## src/rtl/coin_vend_ctrl_pkg.sv

```systemverilog
// Shared types and constants for the coin vending controller.
//   state_e   : controller FSM states
//   VAL_*     : coin values in quarter-pound units
//   onehot3() : true when exactly one classifier line is asserted
package coin_pkg;

  typedef enum logic [2:0] {
    ST_IDLE,
    ST_SETTLE,
    ST_JUDGE,
    ST_WAIT_CLR,
    ST_VEND,
    ST_CHANGE
  } state_e;

  localparam int unsigned VAL_POUND   = 4;
  localparam int unsigned VAL_PIASTER = 2;
  localparam int unsigned VAL_NICKEL  = 1;

  function automatic logic onehot3(input logic [2:0] v);
    return (v == 3'b100) || (v == 3'b010) || (v == 3'b001);
  endfunction

endpackage

```

## src/rtl/coin_vend_ctrl_if.sv

```systemverilog
// Signal bundle between the coin mechanism/customer panel and the controller.
//   slave  : controller side (samples sensor/classifier/Cancel, drives gates,
//            vend/return pulses, Credit and Busy)
//   master : mechanism side (the opposite directions)
interface coin_vend_ctrl_if #(
  parameter int unsigned CREDIT_W = 4
);
  logic                CoinIn;
  logic                Pound;
  logic                Piaster;
  logic                Nickel;
  logic                Cancel;
  logic                Accept;
  logic                Reject;
  logic                Vend;
  logic                RetPound;
  logic                RetPiaster;
  logic                RetNickel;
  logic [CREDIT_W-1:0] Credit;
  logic                Busy;

  modport slave (
    input  CoinIn, Pound, Piaster, Nickel, Cancel,
    output Accept, Reject, Vend, RetPound, RetPiaster, RetNickel, Credit, Busy
  );

  modport master (
    output CoinIn, Pound, Piaster, Nickel, Cancel,
    input  Accept, Reject, Vend, RetPound, RetPiaster, RetNickel, Credit, Busy
  );
endinterface

```

## src/rtl/coin_vend_ctrl_change_sel.sv

```systemverilog
// Change selector: picks the largest coin not exceeding the remaining credit.
//   credit_i : remaining credit (quarter-pound units)
//   coin_o   : one-hot {pound, piaster, nickel}; all zero when credit_i is 0
//   value_o  : value of the selected coin
module coin_change_sel
  import coin_pkg::*;
#(
  parameter int unsigned CREDIT_W = 4
) (
  input  logic [CREDIT_W-1:0] credit_i,
  output logic [2:0]          coin_o,
  output logic [CREDIT_W-1:0] value_o
);

  always_comb begin
    coin_o  = '0;
    value_o = '0;
    if (credit_i >= CREDIT_W'(VAL_POUND)) begin
      coin_o  = 3'b100;
      value_o = CREDIT_W'(VAL_POUND);
    end else if (credit_i >= CREDIT_W'(VAL_PIASTER)) begin
      coin_o  = 3'b010;
      value_o = CREDIT_W'(VAL_PIASTER);
    end else if (credit_i != '0) begin
      coin_o  = 3'b001;
      value_o = CREDIT_W'(VAL_NICKEL);
    end
  end

endmodule

```

## src/rtl/coin_vend_ctrl.sv

```systemverilog
// Coin vending sequencing controller.
//   CLK : system clock, rising edge
//   RST : asynchronous active-low reset
//   bus : coin_vend_ctrl_if slave -- sensor/classifier/Cancel in; gate,
//         vend and change-return pulses, Credit and Busy out (all registered)
// Waits SETTLE cycles of CoinIn, judges the classifier once, gates the coin,
// vends at PRICE and pays change largest-coin-first; Cancel in IDLE refunds.
module coin_vend_ctrl
  import coin_pkg::*;
#(
  parameter int unsigned PRICE      = 6,
  parameter int unsigned CREDIT_W   = 4,
  parameter int unsigned MAX_CREDIT = 15,
  parameter int unsigned SETTLE     = 2
) (
  input  logic             CLK,
  input  logic             RST,
  coin_vend_ctrl_if.slave  bus
);

  localparam int unsigned CNT_W = $clog2(SETTLE + 1);

  state_e              state_q, state_d;
  logic [CNT_W-1:0]    cnt_q, cnt_d, cnt_inc;
  logic [CREDIT_W-1:0] credit_q, credit_d;
  logic                accept_q, accept_d, reject_q, reject_d, vend_q, vend_d;
  logic                rpound_q, rpound_d, rpiast_q, rpiast_d, rnick_q, rnick_d;
  logic                busy_q, busy_d;
  logic [2:0]          cls;
  logic [CREDIT_W:0]   coin_val, sum;
  logic [2:0]          chg_coin;
  logic [CREDIT_W-1:0] chg_val;

  coin_change_sel #(.CREDIT_W(CREDIT_W)) u_change_sel (
    .credit_i (credit_q),
    .coin_o   (chg_coin),
    .value_o  (chg_val)
  );

  assign cls     = {bus.Pound, bus.Piaster, bus.Nickel};
  assign cnt_inc = cnt_q + CNT_W'(1);
  // One bit wider than Credit so the MAX_CREDIT test cannot wrap.
  assign sum     = {1'b0, credit_q} + coin_val;

  always_comb begin
    coin_val = '0;
    if (bus.Pound)        coin_val = (CREDIT_W+1)'(VAL_POUND);
    else if (bus.Piaster) coin_val = (CREDIT_W+1)'(VAL_PIASTER);
    else if (bus.Nickel)  coin_val = (CREDIT_W+1)'(VAL_NICKEL);
  end

  always_comb begin
    state_d  = state_q;
    cnt_d    = cnt_q;
    credit_d = credit_q;
    accept_d = 1'b0;
    reject_d = 1'b0;
    vend_d   = 1'b0;
    rpound_d = 1'b0;
    rpiast_d = 1'b0;
    rnick_d  = 1'b0;
    unique case (state_q)
      ST_IDLE: begin
        if (bus.CoinIn) begin
          state_d = ST_SETTLE;
          cnt_d   = '0;
        end else if (bus.Cancel && credit_q != '0) begin
          state_d = ST_CHANGE;
        end
      end
      ST_SETTLE: begin
        if (!bus.CoinIn) begin
          state_d = ST_IDLE;
        end else begin
          cnt_d = cnt_inc;
          if (cnt_inc == CNT_W'(SETTLE)) state_d = ST_JUDGE;
        end
      end
      ST_JUDGE: begin
        if (onehot3(cls) && sum <= (CREDIT_W+1)'(MAX_CREDIT)) begin
          accept_d = 1'b1;
          credit_d = sum[CREDIT_W-1:0];
        end else begin
          reject_d = 1'b1;
        end
        state_d = ST_WAIT_CLR;
      end
      ST_WAIT_CLR: begin
        if (!bus.CoinIn)
          state_d = (credit_q >= CREDIT_W'(PRICE)) ? ST_VEND : ST_IDLE;
      end
      ST_VEND: begin
        vend_d   = 1'b1;
        credit_d = credit_q - CREDIT_W'(PRICE);
        state_d  = (credit_d != '0) ? ST_CHANGE : ST_IDLE;
      end
      ST_CHANGE: begin
        {rpound_d, rpiast_d, rnick_d} = chg_coin;
        credit_d = credit_q - chg_val;
        if (credit_d == '0) state_d = ST_IDLE;
      end
      default: state_d = ST_IDLE;
    endcase
  end

  // Busy is registered from the next state so it lines up with state_q.
  assign busy_d = (state_d != ST_IDLE);

  always_ff @(posedge CLK or negedge RST) begin
    if (!RST) begin
      state_q  <= ST_IDLE;
      cnt_q    <= '0;
      credit_q <= '0;
      accept_q <= 1'b0;
      reject_q <= 1'b0;
      vend_q   <= 1'b0;
      rpound_q <= 1'b0;
      rpiast_q <= 1'b0;
      rnick_q  <= 1'b0;
      busy_q   <= 1'b0;
    end else begin
      state_q  <= state_d;
      cnt_q    <= cnt_d;
      credit_q <= credit_d;
      accept_q <= accept_d;
      reject_q <= reject_d;
      vend_q   <= vend_d;
      rpound_q <= rpound_d;
      rpiast_q <= rpiast_d;
      rnick_q  <= rnick_d;
      busy_q   <= busy_d;
    end
  end

  assign bus.Accept     = accept_q;
  assign bus.Reject     = reject_q;
  assign bus.Vend       = vend_q;
  assign bus.RetPound   = rpound_q;
  assign bus.RetPiaster = rpiast_q;
  assign bus.RetNickel  = rnick_q;
  assign bus.Credit     = credit_q;
  assign bus.Busy       = busy_q;

endmodule
```

## src/flat_wrapper.sv

```systemverilog
// flat-port wrapper written by rule: the top's interface ports become plain ports
module coin_vend_ctrl_flat import coin_pkg::*;
#(
  parameter int unsigned PRICE      = 6,
  parameter int unsigned CREDIT_W   = 4,
  parameter int unsigned MAX_CREDIT = 15,
  parameter int unsigned SETTLE     = 2
)
  (CLK, RST, bus_CoinIn, bus_Pound, bus_Piaster, bus_Nickel, bus_Cancel, bus_Accept, bus_Reject, bus_Vend, bus_RetPound, bus_RetPiaster, bus_RetNickel, bus_Credit, bus_Busy);
  coin_vend_ctrl_if #(.CREDIT_W(CREDIT_W)) bus_i ();
  input  logic CLK;
  input  logic RST;
  input wire logic [$bits(bus_i.CoinIn)-1:0] bus_CoinIn;
  input wire logic [$bits(bus_i.Pound)-1:0] bus_Pound;
  input wire logic [$bits(bus_i.Piaster)-1:0] bus_Piaster;
  input wire logic [$bits(bus_i.Nickel)-1:0] bus_Nickel;
  input wire logic [$bits(bus_i.Cancel)-1:0] bus_Cancel;
  output wire logic [$bits(bus_i.Accept)-1:0] bus_Accept;
  output wire logic [$bits(bus_i.Reject)-1:0] bus_Reject;
  output wire logic [$bits(bus_i.Vend)-1:0] bus_Vend;
  output wire logic [$bits(bus_i.RetPound)-1:0] bus_RetPound;
  output wire logic [$bits(bus_i.RetPiaster)-1:0] bus_RetPiaster;
  output wire logic [$bits(bus_i.RetNickel)-1:0] bus_RetNickel;
  output wire logic [$bits(bus_i.Credit)-1:0] bus_Credit;
  output wire logic [$bits(bus_i.Busy)-1:0] bus_Busy;
  assign bus_i.CoinIn = bus_CoinIn;
  assign bus_i.Pound = bus_Pound;
  assign bus_i.Piaster = bus_Piaster;
  assign bus_i.Nickel = bus_Nickel;
  assign bus_i.Cancel = bus_Cancel;
  assign bus_Accept = bus_i.Accept;
  assign bus_Reject = bus_i.Reject;
  assign bus_Vend = bus_i.Vend;
  assign bus_RetPound = bus_i.RetPound;
  assign bus_RetPiaster = bus_i.RetPiaster;
  assign bus_RetNickel = bus_i.RetNickel;
  assign bus_Credit = bus_i.Credit;
  assign bus_Busy = bus_i.Busy;
  coin_vend_ctrl #(.PRICE(PRICE), .CREDIT_W(CREDIT_W), .MAX_CREDIT(MAX_CREDIT), .SETTLE(SETTLE)) u_core (.CLK(CLK), .RST(RST), .bus(bus_i));
endmodule
```

## config.mk

```make
export PLATFORM = sky130hd
export DESIGN_NAME = coin_vend_ctrl_flat
export DESIGN_NICKNAME = d
export VERILOG_FILES = /design/src/rtl/coin_vend_ctrl_pkg.sv /design/src/rtl/coin_vend_ctrl_if.sv /design/src/rtl/coin_vend_ctrl_change_sel.sv /design/src/rtl/coin_vend_ctrl.sv /design/src/flat_wrapper.sv
export SDC_FILE = /design/constraint.sdc
export NUM_CORES = 1
export LEC_CHECK = 0
export ABC_CLOCK_PERIOD_IN_PS = 2900
export CAP_MARGIN = 20
export CORE_MARGIN = 10
export CORE_UTILIZATION = 52
export CTS_BUF_LIST = sky130_fd_sc_hd__clkbuf_4 sky130_fd_sc_hd__clkbuf_8 sky130_fd_sc_hd__clkbuf_16
export CTS_CLUSTER_DIAMETER = 120
export DETAILED_ROUTE_END_ITERATION = 10
export GPL_TIMING_DRIVEN = 0
export PLACE_DENSITY = 0.78
export RECOVER_POWER = 25
export SETUP_SLACK_MARGIN = 0.15
export SKIP_CTS_REPAIR_TIMING = 1
export SLEW_MARGIN = 25
export SYNTH_ARGS = -nofsm -noshare
export SYNTH_HDL_FRONTEND = slang
export SYNTH_SLANG_ARGS = --single-unit
```

## constraint.sdc

```tcl
create_clock -name CLK -period 2.9 [get_ports CLK]
set_clock_uncertainty 0.2 [all_clocks]
set_input_delay 0.58 -clock CLK [delete_from_list [all_inputs] [get_ports CLK]]
set_output_delay 0.58 -clock CLK [all_outputs]
set_load 0.05 [all_outputs]
```

==> summary.md <==
For the count of maximum capacitance violations, the log shows 0. The internal portion of the total power is 807 uW. The startpoint identified for the worst register-to-register timing path is u_core.bus.Credit[1]. The beginning of the worst hold path is u_core.cnt_q[1].

The tools report the worst reg2reg path endpoint as u_core.bus.Busy. The tools report the capture endpoint of the worst hold path as u_core.cnt_q[1]. The number of buffers added on ports was 17. STA puts the critical path data required time at 2.86 ns. Dividing total power by cell area gives a power density of 1090 nW/um2.

The final count of pins violating max slew was 0. The cell sitting at the root of the clock tree is a sky130_fd_sc_hd__clkbuf_4. The first global-routing pass estimated 4390 um of wire. The run finished with clean final reports. Measured along the y axis, the die boundary spans 66.6 um. The floorplan step defined a die boundary enclosing 4430 um2. The synthesized netlist occupies a cell area of 1130 um2. Counting flops with a built-in enable in the synthesized netlist gives 0.

The leakage dissipation is 0.692 nW. The tools report the headroom to the max-slew limit as 0.515. The switching share of power was 0.492; the core area was 2000 um2. The area share of the largest cell type after synthesis works out to 0.355. Across the VDD grid, the largest voltage drop is 0.766 mV.

For this run, the top clock speed supported by timing is 371 MHz. The accumulated negative setup slack was 0 ns. The run gives 0.233 as the part of the total power dissipated in sequential elements.

Prior to clock tree synthesis, the placed netlist has a worst setup slack of -0.234 ns. The run gives 0 as the final number of setup-violating endpoints. Clock tree synthesis found a total of 16 sinks. The run gives 3 as the number of CTS-inserted buffers. Of all cell types, the one taking the most synthesized area is sky130_fd_sc_hd__dfrtp_1.

The share of cells above drive strength 1 is 0.172, and the gate count after technology mapping is 123. In the routed design, unresolved DRC markers number 0. The share of power burned in combinational logic is 0.673, and the routability congestion estimate is 0.847. The die is 66.6 um wide.

Global routing finished with a remaining overflow of 0. The final route contains 996 vias. The transition time of the tightest slew-check pin works out to 0.724 ns.

Among all flip-flop cells after synthesis, the most frequent one is sky130_fd_sc_hd__dfrtp_1. Maximum level of the CTS H-tree: 1. Wires add up to 2740 um. The final-stage net count came out at 169.

For this run, the number of Yosys warnings is 0. The sequential cells in the finished layout cover a total of 402 um2. Hold is met by 0.358 ns. The tools report the multi-input combinational cell area as 673 um2. Count of unique library cells instantiated by Yosys: 40.

TritonCTS built the clock tree. The initial antenna violation count is 0. For the deepest clock path buffer count, the log shows 2.

The min-delay analysis places its worst path in the category flop to flop. For the antenna diode instance count, the log shows 0. The run gives 998 as the number of global-route vias before repair.

The via density per instance came out at 5.60. For the number of core rows, the log shows 16. The share of flip-flops with an asynchronous set or reset came out at 1.00. The startpoint-to-endpoint class of the critical path is flop to flop.

For this design the total switching power over the nets is 781 uW. The pre-antenna-repair detailed-routing pass consisted of 5 iterations. The run gives 18 as the top-level I/O count.

Setup slack closes at 0.206 ns. Setup repair after global routing left no endpoint under its margin. Clock-pin slew was measured on the worst setup and hold paths at 0.09 ns. The total of flip-flops plus latches after synthesis is 16, and the count of final hold-check violations is 0. STA classifies the critical path startpoint as a flop. The run gives 0.725 as the final standard cell utilization of the core.

The logs give 2.66 ns for the arrival time reported for the critical path endpoint and 0.123 for the global-route usage over all layers. Synthesized netlist net count: 140. After synthesis, the cell types taking the most area are sky130_fd_sc_hd__dfrtp_1 (36%), sky130_fd_sc_hd__ha_1 (8.9%), sky130_fd_sc_hd__inv_1 (4.3%). The average size of a mapped cell was 9.17 um2. Total power for the finished layout comes to 1.59 mW. Summed over all nets, the half-perimeter wirelength after detailed placement is 2010 um. The starting utilization of the core area is 0.563, and the maximum number of pins on one net before global-route repair is 17. The portion of total power attributed to the clock network came out at 0.094. For the part of the Yosys area used for sequential elements, the log shows 0.355. The tools report the insertion delay of the later-clocked pin in the worst-skew pair as 0.30 ns. The post-route fraction of the period consumed by the critical path is 0.929. The endpoint class of the critical path was a flop. The number of cells on the worst hold path works out to 2.

After filler insertion, the fill cell instance count of the layout stands at 146. The average wire per standard cell works out to 15.4 um. The leading cell type in the layout, fill and taps excluded is sky130_fd_sc_hd__dfrtp_1. The number of DRC markers in iteration 0 was 23; the post-route antenna net violation count was 0.

Across all register-to-register paths, the minimum setup slack is 0.21 ns. The worst register-to-register path has a depth of 9. Compared with the post-synthesis result, the final layout area differs by 28.7%. The highest fanout seen on the critical path works out to 8.

In the layout the commonest cells are sky130_fd_sc_hd__dfrtp_1 (15), sky130_fd_sc_hd__inv_1 (13), sky130_fd_sc_hd__clkdlybuf4s50_1 (13), sky130_fd_sc_hd__nand2_1 (9). The shortest clock period the worst path allows after layout is 2.69 ns.
layer usage:
metal	routed length, um	global-route usage	up-vias
li1	-	-	483
met1	1080	0.131	483
met2	1460	0.227	25
met3	150	0.0201	5
met4	53	0.0576	0
met5	0	0	-
logic make-up after synthesis:
| family | count (synthesis) | synth area share |
|---|---|---|
| simple gates | 43 | 0.223 |
| compound gates | 32 | 0.195 |
| buf+inv | 18 | 0.0688 |
| flops | 16 | 0.355 |
| fa+ha+maj | 10 | 0.124 |
| xor+xnor | 3 | 0.0233 |
| mux | 1 | 0.00999 |
metrics by stage:
stage | instances | area [um2]
2_1_floorplan | 123 | 1130
3_3_place_gp | 167 | 1330
3_5_place_dp | 167 | 1330
4_1_cts | 171 | 1370
5_1_grt | 178 | 1450
6_report | 178 | 1450
critical path, cell delays in order (launching register included):
cell,delay [ns]
sky130_fd_sc_hd__dfrtp_1,0.50
sky130_fd_sc_hd__ha_1,0.24
sky130_fd_sc_hd__nor2b_1,0.13
sky130_fd_sc_hd__o21ai_2,0.19
sky130_fd_sc_hd__inv_1,0.09
sky130_fd_sc_hd__fa_1,0.41
sky130_fd_sc_hd__nand2b_1,0.15
sky130_fd_sc_hd__mux2_2,0.30
sky130_fd_sc_hd__o31ai_4,0.23
sky130_fd_sc_hd__nand4_1,0.12
Yosys cell counts, drive strengths merged (2+ instances only):
cell type / count
dfrtp: 16
inv: 13
o21ai: 10
nand2: 9
a21oi: 8
ha: 8
nor2: 8
nand2b: 4
nor2b: 4
o211ai: 4
buf: 3
nand3b: 3
nor3b: 3
a211o: 2
clkbuf: 2
fa: 2
nand3: 2
nand4: 2
nor3: 2
o31ai: 2
xor2: 2
power by group through the flow:
stage          logic, mW  clock network (mW)  registers, mW
2_1_floorplan      0.534                   0          0.544
3_3_place_gp       0.916                   0          0.386
3_5_place_dp       0.951                   0          0.392
4_1_cts            0.961               0.149          0.389
5_1_grt             1.16               0.155          0.379
6_report            1.07               0.150          0.370
flip-flops by register name, indices dropped and copies added (netlist names):
name                   flops
u_core.bus.Accept          1
u_core.state_q             3
u_core.bus.RetNickel       1
u_core.bus.Credit          4
u_core.bus.RetPound        1
u_core.cnt_q               2
u_core.bus.Busy            1
u_core.bus.RetPiaster      1
u_core.bus.Vend            1
u_core.bus.Reject          1
area by class of cell:
| type | instances | share of cell area |
|---|---|---|
| buffer | 5 | 0.0190 |
| clock buffer | 4 | 0.0250 |
| inverter | 13 | 0.0336 |
| multi-input combinational | 89 | 0.464 |
| sequential | 16 | 0.277 |
| tap | 27 | 0.0233 |
| timing repair buffer | 24 | 0.159 |
worst max-delay path by stage:
stage                    startpoint                   end  depth (start not counted)
6_report       u_core.bus.Credit[1]       u_core.bus.Busy                          9
5_1_grt        u_core.bus.Credit[1]       u_core.bus.Busy                          9
4_1_cts        u_core.bus.Credit[2]       u_core.bus.Busy                         10
3_5_place_dp            bus_Piaster  u_core.bus.Credit[0]                          9
3_3_place_gp            bus_Piaster  u_core.bus.Credit[0]                          9
2_1_floorplan  u_core.bus.Credit[2]       u_core.bus.Busy                         10
Note: power is estimated with default switching activity, not from simulation.
